==> src/rtl/usr_pkg.sv <==
// Shared definitions for the universal-shift-register sequencer: control codes,
// sequencer states and the shift/rotate classifier.
package usr_pkg;

  localparam logic [2:0] HOLD = 3'b000;
  localparam logic [2:0] SHR  = 3'b001;
  localparam logic [2:0] SHL  = 3'b010;
  localparam logic [2:0] LOAD = 3'b011;
  localparam logic [2:0] ROR  = 3'b100;
  localparam logic [2:0] ROL  = 3'b101;
  localparam logic [2:0] CLR  = 3'b110;

  typedef enum logic [1:0] {
    S_IDLE = 2'd0,
    S_LOAD = 2'd1,
    S_STEP = 2'd2,
    S_FIN  = 2'd3
  } state_e;

  function automatic logic is_shift_op(input logic [2:0] op);
    return (op == SHR) || (op == SHL) || (op == ROR) || (op == ROL);
  endfunction

endpackage

==> src/rtl/usr_step_counter.sv <==
// Loadable down-counter holding the number of shift/rotate steps still to issue.
// last_o is high once every step has been issued; the count never goes below zero.
module usr_step_counter #(
  parameter int CW = 4
) (
  input  logic          clk,
  input  logic          reset,
  input  logic          load_i,
  input  logic [CW-1:0] load_val_i,
  input  logic          en_i,
  output logic          last_o
);

  logic [CW-1:0] count_q, count_d;

  // NOTE: count_d gets its default first, so no path leaves it unassigned and no latch is inferred.
  always_comb begin
    count_d = count_q;
    if (load_i) begin
      count_d = load_val_i;
    end else if (en_i && (count_q != '0)) begin
      count_d = count_q - CW'(1);
    end
  end

  // NOTE: sequential state is written with non-blocking assignments only.
  always_ff @(posedge clk or negedge reset) begin
    if (!reset) begin
      count_q <= '0;
    end else begin
      count_q <= count_d;
    end
  end

  assign last_o = (count_q == '0);

endmodule

==> src/rtl/usr_sequencer.sv <==
// Command-driven controller for the 4-bit universal shift register: optional parallel
// load, then N shift/rotate steps, then a one-cycle done pulse. All outputs registered.
module usr_sequencer
  import usr_pkg::*;
#(
  parameter int WIDTH = 4,
  parameter int CW    = 4
) (
  input  logic             clk,
  input  logic             reset,
  input  logic             cmd_valid,
  output logic             cmd_ready,
  input  logic [2:0]       cmd_op,
  input  logic             cmd_load,
  input  logic [CW-1:0]    cmd_count,
  input  logic [WIDTH-1:0] cmd_data,
  input  logic             stall,
  output logic [2:0]       usr_control,
  output logic [WIDTH-1:0] usr_data,
  output logic             busy,
  output logic             done,
  output logic             err
);

  state_e           state_q, state_d;
  logic [2:0]       op_q, op_d;
  logic [2:0]       usr_control_q, usr_control_d;
  logic [WIDTH-1:0] usr_data_q, usr_data_d;
  logic             done_q, done_d;
  logic             err_q, err_d;

  logic             cnt_load;
  logic [CW-1:0]    cnt_load_val;
  logic             cnt_en;
  logic             cnt_last;

  usr_step_counter #(.CW(CW)) u_step_counter (
    .clk       (clk),
    .reset     (reset),
    .load_i    (cnt_load),
    .load_val_i(cnt_load_val),
    .en_i      (cnt_en),
    .last_o    (cnt_last)
  );

  // The counter holds steps not yet issued; a step issued on the same edge as
  // the counter load is already subtracted from the loaded value.
  always_comb begin
    state_d       = state_q;
    op_d          = op_q;
    usr_control_d = HOLD;
    usr_data_d    = usr_data_q;
    done_d        = 1'b0;
    err_d         = 1'b0;
    cnt_load      = 1'b0;
    cnt_load_val  = '0;
    cnt_en        = 1'b0;

    case (state_q)
      S_IDLE: begin
        if (cmd_valid) begin
          op_d = cmd_op;
          if (is_shift_op(cmd_op)) begin
            if (cmd_load) begin
              state_d       = S_LOAD;
              usr_control_d = LOAD;
              usr_data_d    = cmd_data;
              cnt_load      = 1'b1;
              cnt_load_val  = cmd_count;
            end else if (cmd_count != '0) begin
              state_d       = S_STEP;
              usr_control_d = cmd_op;
              cnt_load      = 1'b1;
              cnt_load_val  = cmd_count - CW'(1);
            end else begin
              state_d = S_FIN;
              done_d  = 1'b1;
            end
          end else if (cmd_op == LOAD) begin
            state_d       = S_LOAD;
            usr_control_d = LOAD;
            usr_data_d    = cmd_data;
            cnt_load      = 1'b1;
          end else if (cmd_op == CLR) begin
            state_d       = S_STEP;
            usr_control_d = CLR;
            cnt_load      = 1'b1;
          end else begin
            state_d = S_FIN;
            done_d  = 1'b1;
            err_d   = 1'b1;
          end
        end
      end

      S_LOAD: begin
        if (is_shift_op(op_q) && !cnt_last) begin
          state_d       = S_STEP;
          usr_control_d = op_q;
          cnt_en        = 1'b1;
        end else begin
          state_d = S_FIN;
          done_d  = 1'b1;
        end
      end

      S_STEP: begin
        if (cnt_last) begin
          state_d = S_FIN;
          done_d  = 1'b1;
        end else if (!stall) begin
          usr_control_d = op_q;
          cnt_en        = 1'b1;
        end
      end

      S_FIN: begin
        state_d = S_IDLE;
      end

      default: begin
        state_d = S_IDLE;
      end
    endcase
  end

  always_ff @(posedge clk or negedge reset) begin
    if (!reset) begin
      state_q       <= S_IDLE;
      op_q          <= HOLD;
      usr_control_q <= HOLD;
      usr_data_q    <= '0;
      done_q        <= 1'b0;
      err_q         <= 1'b0;
    end else begin
      state_q       <= state_d;
      op_q          <= op_d;
      usr_control_q <= usr_control_d;
      usr_data_q    <= usr_data_d;
      done_q        <= done_d;
      err_q         <= err_d;
    end
  end

  assign cmd_ready   = (state_q == S_IDLE);
  assign busy        = (state_q != S_IDLE);
  assign usr_control = usr_control_q;
  assign usr_data    = usr_data_q;
  assign done        = done_q;
  assign err         = err_q;

endmodule

==> config.mk <==
export PLATFORM = sky130hd
export DESIGN_NAME = usr_sequencer
export DESIGN_NICKNAME = d
export VERILOG_FILES = /design/src/rtl/usr_pkg.sv /design/src/rtl/usr_step_counter.sv /design/src/rtl/usr_sequencer.sv
export SDC_FILE = /design/constraint.sdc
export NUM_CORES = 1
export LEC_CHECK = 0
export ABC_CLOCK_PERIOD_IN_PS = 1770
export CORE_UTILIZATION = 30
export CTS_BUF_LIST = sky130_fd_sc_hd__clkbuf_2
export CTS_CLUSTER_DIAMETER = 200
export DETAILED_ROUTE_END_ITERATION = 8
export PLACE_DENSITY = 0.65
export SYNTH_ARGS = -nofsm -noshare
export SYNTH_HDL_FRONTEND = slang
export SYNTH_SLANG_ARGS = --single-unit
==> constraint.sdc <==
create_clock -name clk -period 1.77 [get_ports clk]
set_input_delay 0.354 -clock clk [delete_from_list [all_inputs] [get_ports clk]]
set_output_delay 0.354 -clock clk [all_outputs]
set_load 0.02 [all_outputs]
# Yosys cells after proc, flatten, opt, wreduce, memory -nomap -nowiden
# Cells that the tools add are included.
# classes
n_addsub	2
n_mul	0
n_div	0
magnitude_cmp	0
eq_ne	16
shift	0
muxes	52
bitwise_logic	0
n_reduce_logical	19
# op_table
cell	n
2-to-1 mux 4 bit	10
2-to-1 mux 3 bit	9
2-to-1 mux 1 bit	24
equality test 3 bit (second input constant)	5
2-to-1 mux 2 bit	5
equality test 3 x 2 -> 1 bit (second input constant)	3
one-hot mux 3 bit (3 select lines)	1
one-hot mux 2 bit (4 select lines)	1
nonzero test 4 bit	2
subtractor 4 x 1 -> 4 bit (second input constant)	2
equality test 3 x 1 -> 1 bit (second input constant)	2
logical OR 1 bit	6
inequality test 2 bit (second input constant)	3
nonzero test 2 bit	3
equality test 2 bit (second input constant)	2
logical NOT 4 bit	1
AND reduction 2 bit	2
AND reduction 4 bit	1
one-hot mux 1 bit (3 select lines)	1
equality test 2 x 1 -> 1 bit (second input constant)	1
logical AND 1 bit	2
logical NOT 2 bit	1
one-hot mux 1 bit (2 select lines)	1
logical NOT 1 bit	1
# word_totals
reg_bits	18
latchBits	0
ramBits	0
rom_bits	0
in_bits	16
elab_cells	96
n_memories	0

# Longest topological paths before layout
# Gate-level depths: netlist of the first run.
# depth
word_depth	10
ltp_mapped	7
depth_no_buf	6

# By module
# Synthesis of the first run repeated with hierarchy kept, for this count alone.
# hier_totals
hier_cells	124
hier_area_um2	1192.4
# modules_own_cells
module	instances	cells_per_inst	area_per_inst_um2	seq_area_each_um2
usr_sequencer	1	97	922.1	350.3
usr_step_counter	1	27	270.3	100.1

# Least setup slack after synthesis of the first run
# OpenSTA, ideal clock, no wires.
# synth_timing
path_kind	reg2reg
start	register state_q[0]
end	register usr_data_q[0] (netlist: usr_data[0])
setup_time_ps	128
arrival_ps	1790
required_ps	1642
setup_slack_ps	-148
path_stages_with_launch	7
synth_period_minus_slack_ps	1918
path_cell_list	dfrtp_1 inv_1 ha_1 nand2_1 a221oi_1 o21ai_1 mux2_1
# synth_via
elab_chain_cells	2
# synth_rtl
element	line_no	text
start, declared	usr_sequencer.sv:25	state_e state_q, state_d;
start signal, assigned	usr_sequencer.sv:136	state_q <= state_d;
logical NOT 2 bit	n/a	
net cmd_ready	usr_sequencer.sv:12	output logic cmd_ready,
AND reduction 4 bit (no source line)	n/a	
end signal, assigned	usr_sequencer.sv:139	usr_data_q <= usr_data_d;
end, declared	usr_sequencer.sv:28	logic [WIDTH-1:0] usr_data_q, usr_data_d;
# The timed path passes the listed nets, and every way through them passes these cells.
# A chain may end at the register's enable or synchronous reset.

# Worst setup path after layout of the first run
# layout_timing
start	input port cmd_op[1]
end	register u_step_counter.count_q[0]
# layout_via
elab_chain_cells	8
word_cells_on_any_way	19
cone_classes	6 x eq/ne; 9 x mux; 4 x reduce/logical
# layout_rtl
element	line_no	text
start, declared	usr_sequencer.sv:13	input logic [2:0] cmd_op,
equality test 3 x 1 -> 1 bit or equality test 3 x 2 -> 1 bit (tied branches)	usr_pkg.sv:21	return (op == SHR) || (op == SHL) || (op == ROR) || (op == ROL);
logical OR 1 bit (3 in series)	usr_pkg.sv:21	
2-to-1 mux 4 bit or 2-to-1 mux 1 bit (tied branches)	usr_sequencer.sv:63	if (is_shift_op(cmd_op)) begin
2-to-1 mux 4 bit or 2-to-1 mux 1 bit (tied branches)	usr_sequencer.sv:61	if (cmd_valid) begin
2-to-1 mux 4 bit or 2-to-1 mux 1 bit (tied branches)	usr_sequencer.sv:59	case (state_q)
2-to-1 mux 4 bit or nonzero test 2 bit (tied branches)	n/a	
end signal, assigned	usr_step_counter.sv:31	count_q <= count_d;
end, declared	usr_step_counter.sv:14	logic [CW-1:0] count_q, count_d;
# Parallel ways exist; a longest one is shown, timed or not.

==> results.md, run 1 <==
- Clock latency on the worst-skew pair: 0.31 ns
- Register area: 450 um2
- Drt via density: 5.23
- Area of the multi-input gates: 746 um2
- Clk buf depth: 2
- Vias in the first global route: 1198
- Synthesized Nets: 150
- #FFs+latches synth: 18
- DR WL/cell: 13.9 um
- CTS H-tree lvls: 1
- Worst IR Drop VDD: 0.000493 V
- Die ar.: 4250 um2
- Sequential share of power: 27.3%
- Layout cell share with drive strength beyond 1: 29.9%
- Max Fclk: 580 MHz
- Critical Path Start Type: input pin
- Max-slew violations: 0
- Power Density: 1410 nW/um2
- Clock slew at reported path FFs: 0.18 ns
- Max_cap viols: 0
- Critical Path RT: 1.99 ns
- Primary FF master, synth: dfrtp_1
- Netlist Area Pre-Place: 1200 um2
- First-pass GRT wire length: 5.25 mm
- R2R Setup Slk: 0.06 ns
- Clock network fraction of total power: 7.0%
- Initial antenna violation count: 0
- Cells after synthesis: 129
- Layout Utilization: 48.8%
- Min Clock Period, post-route: 1.72 ns
- Outcome: complete, no violations
- Post-synth EDFFs: 0
- R2R depth: 6
- Sequential fraction of the synthesis area: 37.6%
- Core Region: 3740 um2
- Cts hold-fix bufs: 0
- Grt total ovfl: 0
- Setup CP Type: in2reg
- Yosys cell types: 47
- Fill count: 359
- Share of power burned in combinational logic: 65.7%
- WL final: 3.26 mm
- Setup Viol. Count Final: 0
- Initial DRC Count: 32
- Final ANT Viol Nets: 0
- Arrival time at the worst endpoint: 1.94 ns
- CP endpoint kind: register
- Critical R2R Capture: u_step_counter.count_q[2]
- Hold Crit Class: in2async
- # IOs: 27
- Clk root buf: clkbuf_2
- Leak: 0.000798 uW
- DR vias: 1228
- Worst-Margin Slew: 0.330 ns
- Switching Fraction: 41.1%
- Switching pwr: 1060 uW
- Die X: 65.2 um
- Row Count: 22
- Clock sinks: 18
- Die H: 65.2 um
- Setup TNS Final: 0 ns
- DRT Pass-1 Iters: 4
- Async set-reset flop share out of synthesis: 100%
- Slew margin rel.: 77.8%
- CTS Buf Count: 3
- Power Internal: 1520 uW
- Final period util: 97.4%
- I/O Buffers: 26
- RSZ-0062 raised after global routing: yes
- ANT cells: 0
- Worst Path Max Fanout: 5
- DRC: 0
- Setup crit end: u_step_counter.count_q[0]
- Worst Clk Skew: 0.0102 ns
- Hold Vio Cnt, Final: 0
- RR Startpoint: state_q[0]
- Ys Warns: 0
- Starting Density: 32.0%
- CTS tree: done
- Layout area overhead: 52.6%
- Post-DP HPWL: 2.55 mm
- Nets: 209
- Final RePlAce weighted congestion: 0.880
- Tot GR Track Use: 16.0%
- CP startpoint: cmd_op[1]
- Largest net degree at the start of global routing: 17
- Post-Syn Area per Cell: 9.28 um2
per-stage QoR:
step	power, uW	hold slack (ns)	area [um2]	setup WS (ns)	instances
finish	2570	0.196	1830	0.0461	235
global route	2740	0.181	1830	-0.0280	235
CTS	2470	0.185	1780	-0.00391	234
detailed placement	2270	0.485	1740	-0.464	229
global placement	2230	0.473	1740	-0.423	229
floorplan	1590	0.0584	1220	0.00666	129
flip-flops by register name (all words and copies together) (netlist names):
signal                  cells
u_step_counter.count_q      4
usr_data                    4
op_q                        3
usr_control                 3
state_q                     2
done                        1
err                         1
worst min-delay path by stage:
stage | slack [ns] | depth (start not counted) | endpoint | startpoint
6_report | 0.20 | 1 | op_q[0] | reset
5_1_grt | 0.18 | 1 | op_q[0] | reset
4_1_cts | 0.18 | 1 | err | reset
3_5_place_dp | 0.48 | 1 | usr_data[1] | usr_data[1]
3_3_place_gp | 0.47 | 1 | usr_data[3] | usr_data[3]
2_1_floorplan | 0.06 | 0 | done | reset
layer usage:
metal | wire (um) | track usage [%] | vias up | share of wire [%]
met5 | 0 | 0 | - | 0
met4 | 63 | 5.71 | 0 | 1.9
met3 | 190 | 1.22 | 4 | 5.8
met2 | 1590 | 28.1 | 40 | 49
met1 | 1410 | 20.3 | 579 | 43
li1 | - | - | 605 | -
cell type report:
class,count,area share [%]
Clock inverter,1,0.205
Timing Repair Buffer,60,28.2
Tap cell,48,3.29
Sequential cell,18,24.7
Clock buffer,3,0.822
Multi-Input combinational cell,95,40.8
Inverter,10,2.05
cell usage in the layout, fill, tap and decap left out, types with 2 or more instances in the layout:
| cell type | instances |
|---|---|
| o21ai_1 | 4 |
| o211ai_1 | 2 |
| buf_4 | 34 |
| nand2_1 | 4 |
| o21ai_0 | 2 |
| and4_1 | 2 |
| inv_2 | 3 |
| nor2_1 | 5 |
| o31ai_1 | 3 |
| nand3_1 | 5 |
| dfrtp_1 | 18 |
| clkbuf_2 | 3 |
| and2_1 | 3 |
| dlygate4sd2_1 | 3 |
| a221oi_2 | 2 |
| o31a_1 | 2 |
| clkdlybuf4s50_1 | 22 |
| inv_1 | 7 |
| mux2_1 | 5 |
| or3_1 | 6 |
| a21oi_1 | 9 |
| a31oi_1 | 4 |
| ha_1 | 3 |
| nor3_1 | 2 |
cells in the mapped netlist (all sizes together), types with 2 or more instances:
cell	count	area share, %
inv	10	3.1
buf	2	1.6
nor3	3	1.3
and4	2	1.5
o31a	2	1.5
dfrtp	18	38
nor2	5	1.6
a221oi	2	1.5
a31o	2	1.5
or4	2	1.3
o31ai	3	1.9
ha	5	5.2
a31oi	5	2.6
nand3	5	2.1
nand2	4	1.3
and2	4	2.3
clkbuf	4	1.3
o21ai	7	2.9
a21oi	9	3.8
or3	6	3.1
mux2	6	5.6
o21a	2	1.4
o211ai	2	1.3
timing repair:
action                                  CTS  global route
pin swaps                                 0             3
endpoints found under the setup margin   13            15
resized for setup                         6            12
setup buffers                             1             1
hold endpoints to repair                  0             0
cells by family (layout without fill, tap and decap cells):
group	count (synthesis)	in the layout	synth area share [%]
compound gates	43	43	24.9
flops	18	18	37.6
simple gates	40	40	19.9
fa+ha+maj	5	5	5.22
mux	7	7	6.48
buf+inv	16	74	5.96
power by group through the flow:
stage,clock network [uW],registers [uW],logic (uW)
2_1_floorplan,0,807,783
4_1_cts,185,690,1590
6_report,179,702,1690
3_3_place_gp,0,690,1540
3_5_place_dp,0,702,1560
5_1_grt,202,722,1810
critical path: stages:
cell             delay [ns]
clkdlybuf4s50_1        0.49
or3_1                  0.42
o211a_1                0.23
and2_4                 0.17
o31a_1                 0.29
(Power assumes the default switching activity.)
==> run 2, diff against run 1 <==
--- a/config.mk
+++ b/config.mk
@@ -5,7 +5,9 @@
 export SDC_FILE = /design/constraint.sdc
 export NUM_CORES = 1
 export LEC_CHECK = 0
+export ABC_AREA = 0
 export ABC_CLOCK_PERIOD_IN_PS = 1770
+export CORE_MARGIN = 4
 export CORE_UTILIZATION = 30
 export CTS_BUF_LIST = sky130_fd_sc_hd__clkbuf_2
 export CTS_CLUSTER_DIAMETER = 200
==> results.md, run 2 (same netlist as run 1, synthesis figures left out) <==
- Final worst slack: 0.0377 ns
- Max-slew violations: 0
- Initial DRC Count: 60
- CP bufs+invs: 1
- Die ar.: 5070 um2
- CP startpoint: state_q[1]
- Switching pwr: 1060 uW
- Clock latency on the worst-skew pair: 0.30 ns
- Critical Path Start Type: register
- Most frequent cells in the layout: 37 x buf_4, 22 x clkdlybuf4s50_1, 18 x dfrtp_1, 9 x inv_1, 9 x a21oi_1
- Worst Path Max Fanout: 8
- Arrival time at the worst endpoint: 1.95 ns
- CTS Buf Count: 3
- Worst-Margin Slew: 0.342 ns
- Setup Viol. Count Final: 0
- RR Startpoint: state_q[1]
- Tot GR Track Use: 14.0%
- Power Density: 1380 nW/um2
- Grt total ovfl: 0
- I/O Buffers: 26
- Final period util: 97.9%
- Clock network fraction of total power: 6.9%
- Clock slew at reported path FFs: 0.18 ns
- Die X: 71.2 um
- Crit-path cells: buf_4 > ha_1 > nor2b_1 > a31o_2 > and4_1 > o31a_1
- R2R depth: 6
- Final ANT Viol Nets: 0
- Critical Path RT: 1.99 ns
- Clock sinks: 18
- # IOs: 27
- Layout cell share with drive strength beyond 1: 30.5%
- Critical R2R Capture: u_step_counter.count_q[0]
- Post-DP HPWL: 2.77 mm
- Final instance area: 1850 um2
- Slew margin rel.: 77.1%
- WL final: 3.54 mm
- Worst IR Drop VDD: 0.000402 V
- ANT cells: 0
- Power Internal: 1500 uW
- Slowest-stage cell, CP: dfrtp_1
- R2R Setup Slk: 0.04 ns
- Final RePlAce weighted congestion: 0.834
- Sequential share of power: 27.7%
- DRT Pass-1 Iters: 4
- Cts hold-fix bufs: 0
- Max incr delay on CP: 0.42 ns
- Starting Density: 31.8%
- Die H: 71.2 um
- Vias in the first global route: 1272
- Outcome: complete, no violations
- CTS H-tree lvls: 1
- Worst Clk Skew: 0.0121 ns
- Setup crit end: u_step_counter.count_q[0]
- Fill count: 344
- Clk buf depth: 2
- Max_cap viols: 0
- CTS tree: done
- Largest net degree at the start of global routing: 17
- Nets: 212
- Initial antenna violation count: 0
- Max Fclk: 577 MHz
- Hold Vio Cnt, Final: 0
- Setup CP Type: reg2reg
- Switching Fraction: 41.4%
- Clk root buf: clkbuf_2
- Leak: 0.000813 uW
- Row Count: 22
- CP endpoint kind: register
- CP delay by family, top: compound AO/OA/AOI/OAI gates
- DR vias: 1254
- Layout area overhead: 54.7%
- Cell Area, Placed: 1770 um2
- Share of power burned in combinational logic: 65.4%
- DRC: 0
- Min Clock Period, post-route: 1.73 ns
- Core Region: 3770 um2
- Total stage count of the critical path: 6
- Hold Crit Class: in2async
- Setup WS pre-CTS: -0.387 ns
- Most common cell after layout, fill and taps aside: buf_4
- First-pass GRT wire length: 5.76 mm
- DR WL/cell: 14.9 um
- Drt via density: 5.27
[run 2: metal layers]
| metal | vias to the layer above | track usage (%) | share of wire [%] |
|---|---|---|---|
| li1 | 611 | - | - |
| met1 | 606 | 18.2 | 43 |
| met2 | 35 | 23.7 | 51 |
| met3 | 2 | 1.42 | 5.1 |
| met4 | 0 | 5.64 | 0.59 |
| met5 | - | 0 | 0 |
[run 2: final cells by class]
type,instances,area [um2],area share [%]
Multi-Input combinational cell,95,751,40.5
Timing Repair Buffer,63,534,28.9
Inverter,10,37.5,2.03
Tap cell,48,60.1,3.24
Sequential cell,18,450,24.3
Clock buffer,3,15.0,0.811
Clock inverter,1,3.75,0.203
[run 2: how the worst min path moves through the flow]
stage | to | start | cells after the start
2_1_floorplan | done | reset | 0
3_3_place_gp | usr_data[0] | usr_data[0] | 1
3_5_place_dp | usr_data[1] | usr_data[1] | 1
4_1_cts | usr_data[0] | reset | 1
5_1_grt | usr_data[0] | reset | 1
6_report | usr_data[0] | reset | 1
[run 2: what timing repair did]
action | 4_1_cts | 5_1_grt
pin swaps | 0 | 3
gates resized for setup | 8 | 11
setup buffers | 0 | 1
setup endpoints to repair | 11 | 14
[run 2: metrics by stage]
stage	total power, uW	setup TNS (ns)	util (%)	instances	hold WS [ns]
2_1_floorplan	1590	0	-	129	0.0584
3_3_place_gp	2240	-3.86	47.0	233	0.472
3_5_place_dp	2300	-4.17	47.0	233	0.481
4_1_cts	2480	0	47.9	237	0.189
5_1_grt	2730	-0.0150	49.1	238	0.169
6_report	2560	0	49.1	238	0.204
[run 2: power by group through the flow]
| stage | logic (uW) | registers, uW | clock network [uW] |
|---|---|---|---|
| floorplan | 783 | 807 | 0 |
| global placement | 1550 | 689 | 0 |
| detailed placement | 1590 | 707 | 0 |
| CTS | 1600 | 698 | 181 |
| global route | 1800 | 730 | 198 |
| finish | 1670 | 708 | 176 |
